[src/rtl/pipeline_if_pkg.sv]
// Shared constants and types for the instruction fetch stage.
// No logic; imported by the fetch top and its buffer.
package pipeline_if_pkg;

  localparam logic [31:0] INST_NOP = 32'h0000_0013;
  localparam logic [31:0] PC_STEP  = 32'd4;

  typedef enum logic [1:0] {
    IF_IDLE = 2'd0,
    IF_REQ  = 2'd1,
    IF_WAIT = 2'd2
  } if_state_t;

  typedef struct packed {
    logic [31:0] pc;
    logic [31:0] inst;
  } fetch_ent_t;

endpackage

[src/rtl/pipeline_if_buffer.sv]
// Fetch buffer: DEPTH-entry FIFO of {pc, inst}; head visible combinationally.
// Latency: a push is visible at the head the cycle after it is written.
// Backpressure: none internally; the caller never pushes when full. Flush dominates push/pop.
module pipeline_if_buffer
  import pipeline_if_pkg::*;
#(
  parameter int DEPTH = 2,
  localparam int AW = $clog2(DEPTH),
  localparam int CW = AW + 1
) (
  input  logic          clk,
  input  logic          rst,
  input  logic          push,
  input  fetch_ent_t    push_dat,
  input  logic          pop,
  input  logic          flush,
  output fetch_ent_t    head,
  output logic [CW-1:0] count
);

  fetch_ent_t    mem [DEPTH];
  logic [AW-1:0] wr_ptr;
  logic [AW-1:0] rd_ptr;

  assign head = mem[rd_ptr];

  always_ff @(posedge clk) begin
    if (rst || flush) begin
      wr_ptr <= '0;
      rd_ptr <= '0;
      count  <= '0;
    end else begin
      if (push) begin
        mem[wr_ptr] <= push_dat;
        wr_ptr      <= wr_ptr + AW'(1);
      end
      if (pop) begin
        rd_ptr <= rd_ptr + AW'(1);
      end
      count <= count + CW'(push) - CW'(pop);
    end
  end

endmodule

[src/rtl/pipeline_if.sv]
// Instruction fetch stage: one outstanding word read, buffered and handed to ID (PIPELINE_IF_PERF_EN adds perf counters).
// Latency: request one cycle after leaving reset; a returned word reaches id_valid the following cycle.
// Backpressure: id_ready low holds the head; fetching pauses once buffered + in-flight words fill the buffer.
module pipeline_if
  import pipeline_if_pkg::*;
#(
  parameter logic [31:0] RESET_PC  = 32'h0000_0000,
  parameter int          BUF_DEPTH = 2
) (
  input  logic        clk,
  input  logic        rst,
  output logic        mem_req_valid,
  output logic [31:0] mem_req_addr,
  input  logic        mem_req_ready,
  input  logic        mem_rsp_valid,
  input  logic [31:0] mem_rsp_data,
  input  logic        redirect_valid,
  input  logic [31:0] redirect_pc,
  output logic        id_valid,
  output logic [31:0] id_inst,
  output logic [31:0] id_pc,
  input  logic        id_ready
`ifdef PIPELINE_IF_PERF_EN
  ,
  output logic [31:0] perf_fetched,
  output logic [31:0] perf_stall
`endif
);

  localparam int CW = $clog2(BUF_DEPTH) + 1;

  if_state_t     state;
  logic [31:0]   pc;
  logic [31:0]   req_pc;
  logic [31:0]   last_pc;
  logic [31:0]   redir_pc;
  logic          drop;
  logic          outstanding;
  logic          push;
  logic          pop;
  logic          rsp_take;
  logic          issue_ok;
  logic [CW-1:0] count;
  logic [CW-1:0] count_next;
  fetch_ent_t    head;

  assign redir_pc = redirect_pc & ~32'h3;
  assign id_valid = (count != '0);
  assign pop      = id_valid && id_ready;
  assign rsp_take = (state == IF_WAIT) && mem_rsp_valid;
  assign push     = rsp_take && !drop && !redirect_valid;

  // A word still in flight after this cycle keeps its slot reserved so its response can never overflow.
  assign count_next = count - CW'(pop) + CW'(push);
  assign issue_ok   = (count_next + CW'(outstanding && !rsp_take)) < CW'(BUF_DEPTH);

  assign id_inst = id_valid ? head.inst : INST_NOP;
  assign id_pc   = id_valid ? head.pc   : last_pc;

  pipeline_if_buffer #(.DEPTH(BUF_DEPTH)) u_buf (
    .clk      (clk),
    .rst      (rst),
    .push     (push),
    .push_dat ('{pc: req_pc, inst: mem_rsp_data}),
    .pop      (pop),
    .flush    (redirect_valid),
    .head     (head),
    .count    (count)
  );

  always_ff @(posedge clk) begin
    if (rst) begin
      state         <= IF_IDLE;
      pc            <= RESET_PC;
      req_pc        <= RESET_PC;
      last_pc       <= '0;
      drop          <= 1'b0;
      outstanding   <= 1'b0;
      mem_req_valid <= 1'b0;
      mem_req_addr  <= RESET_PC;
    end else begin
      if (id_valid) begin
        last_pc <= head.pc;
      end
      if (redirect_valid) begin
        pc <= redir_pc;
        case (state)
          IF_IDLE: begin
            state         <= IF_REQ;
            mem_req_valid <= 1'b1;
            mem_req_addr  <= redir_pc;
          end
          IF_REQ: begin
            if (mem_req_ready) begin
              // The accepted old address will still answer; discard it when it does.
              state         <= IF_WAIT;
              mem_req_valid <= 1'b0;
              outstanding   <= 1'b1;
              drop          <= 1'b1;
            end else begin
              mem_req_addr <= redir_pc;
            end
          end
          IF_WAIT: begin
            if (mem_rsp_valid) begin
              state         <= IF_REQ;
              mem_req_valid <= 1'b1;
              mem_req_addr  <= redir_pc;
              outstanding   <= 1'b0;
              drop          <= 1'b0;
            end else begin
              drop <= 1'b1;
            end
          end
          default: state <= IF_IDLE;
        endcase
      end else begin
        case (state)
          IF_IDLE: begin
            if (issue_ok) begin
              state         <= IF_REQ;
              mem_req_valid <= 1'b1;
              mem_req_addr  <= pc;
            end
          end
          IF_REQ: begin
            if (mem_req_ready) begin
              state         <= IF_WAIT;
              mem_req_valid <= 1'b0;
              outstanding   <= 1'b1;
              req_pc        <= pc;
              pc            <= pc + PC_STEP;
            end
          end
          IF_WAIT: begin
            if (mem_rsp_valid) begin
              outstanding <= 1'b0;
              drop        <= 1'b0;
              if (issue_ok) begin
                state         <= IF_REQ;
                mem_req_valid <= 1'b1;
                mem_req_addr  <= pc;
              end else begin
                state <= IF_IDLE;
              end
            end
          end
          default: state <= IF_IDLE;
        endcase
      end
    end
  end

`ifdef PIPELINE_IF_PERF_EN
  always_ff @(posedge clk) begin
    if (rst) begin
      perf_fetched <= '0;
      perf_stall   <= '0;
    end else begin
      if (push) begin
        perf_fetched <= perf_fetched + 32'd1;
      end
      if (id_valid && !id_ready) begin
        perf_stall <= perf_stall + 32'd1;
      end
    end
  end
`endif

endmodule

[config.mk]
export PLATFORM = sky130hd
export DESIGN_NAME = pipeline_if
export DESIGN_NICKNAME = d
export VERILOG_FILES = /design/src/rtl/pipeline_if_pkg.sv /design/src/rtl/pipeline_if_buffer.sv /design/src/rtl/pipeline_if.sv
export SDC_FILE = /design/constraint.sdc
export NUM_CORES = 1
export LEC_CHECK = 0
export BUFFER_PORTS_ARGS = -buffer_cell sky130_fd_sc_hd__clkbuf_2
export CAP_MARGIN = 20
export CORE_ASPECT_RATIO = 1.25
export CORE_MARGIN = 4
export CORE_UTILIZATION = 50
export CTS_CLUSTER_DIAMETER = 80
export DETAILED_ROUTE_END_ITERATION = 10
export PLACE_DENSITY_LB_ADDON = 0.25
export SLEW_MARGIN = 20
export SYNTH_ARGS = -nofsm -noshare
export SYNTH_HDL_FRONTEND = slang
export SYNTH_HIERARCHICAL = 1
export SYNTH_SLANG_ARGS = --single-unit
[constraint.sdc]
create_clock -name clk -period 14.3 [get_ports clk]
set_input_delay 2.86 -clock clk [delete_from_list [all_inputs] [get_ports clk]]
set_output_delay 2.86 -clock clk [all_outputs]
set_load 0.01 [all_outputs]
Word-level counts from Yosys, hierarchy flattened
Memories as Yosys holds them, arrays and structs flattened. A register that Yosys moved wholly into a read port is not among the register bits.
Cells that the tools add are included.
{"block": "op_classes", "add_sub_neg": 8, "magnitude_cmp": 1, "n_eq_ne": 7, "n_mux": 39, "n_bitwise": 1, "n_reduce_logical": 27}
{"op": "32-bit two-way mux", "n": 10}
{"op": "32-bit one-hot mux with 3 select lines", "n": 1}
{"op": "32-bit one-hot mux with 2 select lines", "n": 1}
{"op": "32-bit by 3-bit adder with 32-bit output, second input constant", "n": 1}
{"op": "1-bit two-way mux", "n": 16}
{"op": "2-bit one-hot mux with 3 select lines", "n": 2}
{"op": "2-bit nonzero test", "n": 6}
{"op": "2-bit two-way mux", "n": 5}
{"op": "3-bit inequality test, second input constant", "n": 3}
{"op": "2-bit AND reduction", "n": 4}
{"op": "4-bit AND reduction", "n": 2}
{"op": "2-bit by 1-bit adder with 2-bit output", "n": 3}
{"op": "1-bit one-hot mux with 3 select lines", "n": 2}
{"op": "3-bit AND reduction", "n": 2}
{"op": "3-bit nonzero test", "n": 2}
{"op": "1-bit logical AND", "n": 5}
{"op": "2-bit inequality test, second input constant", "n": 2}
{"op": "1-bit one-hot mux with 2 select lines", "n": 2}
{"op": "2-bit by 1-bit subtractor with 2-bit output", "n": 2}
{"op": "1-bit zero test", "n": 3}
{"op": "1-bit adder, second input constant", "n": 2}
{"op": "2-bit by 1-bit equality test with 1-bit output, second input constant", "n": 1}
{"op": "2-bit equality test, second input constant", "n": 1}
{"op": "2-bit zero test", "n": 1}
{"op": "other kinds (4)", "n": 4}
{"block": "word_totals", "regBits": 137, "ramBits": 128, "inputBits": 70, "output_inout_bits": 98, "memories": 1}
{"memory": "u_buf.mem", "depth": 2, "word_bits": 64, "rd": 1, "rd_clocked_by_memory_dff": 1, "write_ports": 1, "line": "pipeline_if_buffer.sv:21", "text": "fetch_ent_t mem [DEPTH];"}

Longest topological paths before layout
{"block": "depth", "ltp_word": 11, "ltp_mapped": 13}

Cells and area by module
Netlist, hierarchy kept.
{"mod": "pipeline_if", "instances": 1, "cells_per_inst": 746, "area_per_inst_um2": 6213.5}
{"mod": "pipeline_if_buffer", "instances": 1, "cells_per_inst": 219, "area_per_inst_um2": 5138.7}

Least setup slack after synthesis
OpenSTA, ideal clock, no wires.
{"block": "synth_timing", "path_type": "input -> register", "start": "in redirect_valid", "end": "mem u_buf/mem[0][0] in the netlist's numbering, enable pin", "arrival_ps": 10418, "required_ps": 13630, "setup_slack_ps": 3212, "cell_stages": 5, "cell_sequence": "clkbuf_1 clkbuf_1 clkbuf_1 nor3_1 nor4b_1"}
{"block": "synth_via", "elab_chain_len": 5, "word_cells_on_any_way": 6, "classes_between": "mux: 3; reduce/logical: 3"}
{"element": "from (decl)", "line": "pipeline_if.sv:17", "text": "input logic redirect_valid,"}
{"element": "1-bit zero test", "line": "pipeline_if.sv:51", "text": "assign push = rsp_take && !drop && !redirect_valid;"}
{"element": "1-bit logical AND", "line": "pipeline_if.sv:51"}
{"element": "named net push", "line": "pipeline_if.sv:39", "text": "logic push;"}
{"element": "1-bit two-way mux", "line": "pipeline_if_buffer.sv:33", "text": "if (push) begin"}
{"element": "1-bit two-way mux", "line": "pipeline_if_buffer.sv:28", "text": "if (rst || flush) begin"}
{"element": "1-bit two-way mux (not written as such)", "line": "pipeline_if_buffer.sv:34", "text": "mem[wr_ptr] <= push_dat;"}
{"element": "to (decl)", "line": "pipeline_if_buffer.sv:21"}
The timed path passes the listed nets, and every way through them passes these cells.

==> results.ini <==
[sta]
fin_crit_sh_pct = 39.0
worst_slack_ns = 8.73
fmax_mhz = 179
hold_viol = 0
fin_skew_ns = 0.00717
worst_pin_slew_ns = 1.06
slew_headroom_pct = 29.4
rsz0062_at_grt = false
period_needed_ns = 5.57
hold_ws_ns = 0.449
maxSlewViolCount = 0
setup_viol = 0
setup-tns-final_ns = 0

[cells_and_area]
seq_area_um2 = 6490
antenna_cells = 0
area_growth_pct = 16.1
final_cells = 1408
utilization_pct = 59.2
nets = 1184
nFillCells = 1843
drive_above_1_share_pct = 29.2
multi_input_area_um2 = 4360

[run]
max_cap_violations = 0

[logic_synthesis]
yosys.area_share.adder_pct = 0.992
ys_types = 56
synth-seq-cells = 260
yosys.area.top_type = edfxtp_1
async_flop_share_pct = 0
ys.flop_type = dfxtp_1
synth_xor_area_share_pct = 1.05
ys_top_cells_by_area = edfxtp_1 34%, dfxtp_1 23%, mux2_4 7.9%, mux2_2 3.6%, nand2_1 3.1%
synth_warnings = 6
post-synth-top-count-cell = dfxtp_1
synth_common_cells = 132 x dfxtp_1, 128 x edfxtp_1, 93 x nand2_1
yosys.area_share.simple_pct = 14.9
synth_top_family_by_area = simple AND/OR/NAND/NOR gates
synth.area.mux_share_pct = 11.9
syn_avg_cell_area_um2 = 11.8
synth_edf_count = 128
synth_top_area_share_pct = 33.9
netlist_instances = 965
synth_compound_area_share_pct = 9.10
syn_area_um2 = 11400
ys_seq_area_share_pct = 57.1

[drt]
wl_per_cell_um = 16.3
drtPass1Iterations = 4
wirelength_um = 22900
ant_nets = 0
drc = 0
dr_total_vias = 7593
viasPerCell = 5.39
drt_iter0_drc = 315

[worst_setup_path]
cp_data_required_time_ns = 11.44
startpoint_type = register
critPathArrivalTime_ns = 2.71
critPathMaxFanout = 50
critPathKind = register to output pin
cp-end-kind = output pin

[clocking]
post_cts_buffers = 0
cts_resized = 0
numCtsBuffers = 26
clk_pin_slew_ns = 0.06
ctsLongestPathBuffers = 3
cts_tree = built
cts_hold_buf = 0
htreeDepth = 1
root_buffer = clkbuf_16
insertion_delay_ns = 0.52
clock-sinks = 260

[power_and_ir_drop]
power.switching_mw = 0.384
p_leak_nw = 5.12
p_int_mw = 1.29
p_sw_share_pct = 22.9
p_comb_share_pct = 9.2
p_seq_share_pct = 49.6
clkPwrFrac_pct = 41.2
powerDensity_nw_per_um2 = 127
peakVddDrop_mv = 0.0938

[placed_design]
preCtsSetupSlack_ns = 8.36
place_congestion = 0.815
port_buffers = 163
dp_cells = 1360
dpl.hpwl_um = 15100

[grt]
grt_max_degree = 102
grt_pass1_vias = 7461
grt_util_all_layers_pct = 17.9
grt_pass1_wl_um = 37300
overflow = 0
antenna_found_initial = 0

[floorplanning]
start_util_pct = 50.9
ios = 168
rows = 61
die_area_um2 = 25200
die_h_um = 176
core_um2 = 22300
die_w_um = 143

[hold_path]
hold_class = register to register

[run_status]
outcome = finished, final reports clean

[cells in the final DEF, fill, tap and decap left out, types with 27 or more instances in the layout]
| master | n |
|---|---|
| inv_1 | 48 |
| a221oi_1 | 31 |
| dfxtp_1 | 131 |
| mux2_4 | 60 |
| clkbuf_16 | 27 |
| edfxtp_1 | 128 |
| mux2_2 | 36 |
| a21oi_1 | 45 |
| nor2b_1 | 40 |
| nor2_1 | 47 |
| clkbuf_2 | 162 |
| and2_1 | 35 |
| nand2_1 | 93 |
[critical path, cell delays in order (launching register included)]
cell and delay [ns]:
dfxtp_4 0.52, buf_4 0.77, mux2_2 0.42, mux2_2 0.27
clkbuf_2 0.14
[final timing paths]
kind / startpoint / endpoint / slack (ns) / depth (start not counted)
setup reg to reg: u_buf/count[1] / mem_req_addr[19] / 10.21 / 10
hold / removal: req_pc[4] / u_buf/mem[0][36] / 0.45 / 0
setup / recovery: register / id_pc[23] / 8.73 / 4
hold reg to reg: req_pc[4] / u_buf/mem[0][36] / 0.45 / 0
[power by group through the flow]
stage | registers (mW) | clock network, mW | logic [mW]
2_1_floorplan | 0.847 | 0 | 0.0951
3_3_place_gp | 0.845 | 0 | 0.151
3_5_place_dp | 0.845 | 0 | 0.155
4_1_cts | 0.830 | 0.710 | 0.156
5_1_grt | 0.834 | 0.745 | 0.174
6_report | 0.830 | 0.691 | 0.154
[layout make-up]
class | count | share of cell area [%]
clock inverter | 10 | 0.968
tap | 283 | 2.69
sequential | 260 | 49.2
multi-input combinational | 594 | 33.1
clock buffer | 38 | 5.74
inverter | 48 | 1.37
timing repair buffer | 175 | 6.96
[stage by stage]
| stage | instance area, um^2 | power, mW |
|---|---|---|
| 2_1_floorplan | 11400 | 0.942 |
| 3_3_place_gp | 12300 | 0.996 |
| 3_5_place_dp | 12300 | 1.00 |
| 4_1_cts | 13200 | 1.70 |
| 5_1_grt | 13200 | 1.75 |
| 6_report | 13200 | 1.67 |
[flip-flops by register name, summed over array words and instances (netlist names), 2 cells and up, named ones only]
register      flops
u_buf/mem       128
u_buf/count       2
req_pc           30
last_pc          32
pc               30
state             2
mem_req_addr     30
[cells by family after synthesis]
kind of cell,after synthesis
AOI/OAI and AO/OA,146
and+or+nand+nor,321
muxes,100
DFF,260
buffers and inverters,116
adders and majority gates,9
xor gates and xnor gates,12
other,1
[metal layers]
layer	global-route usage, %	share of wire (%)	routed length [um]
met3	2.98	5.8	1320
met5	0	0	0
met2	30.2	47	10900
met1	24.3	45	10300
met4	4.32	1.8	403
Note: power is estimated with default switching activity, not from simulation.
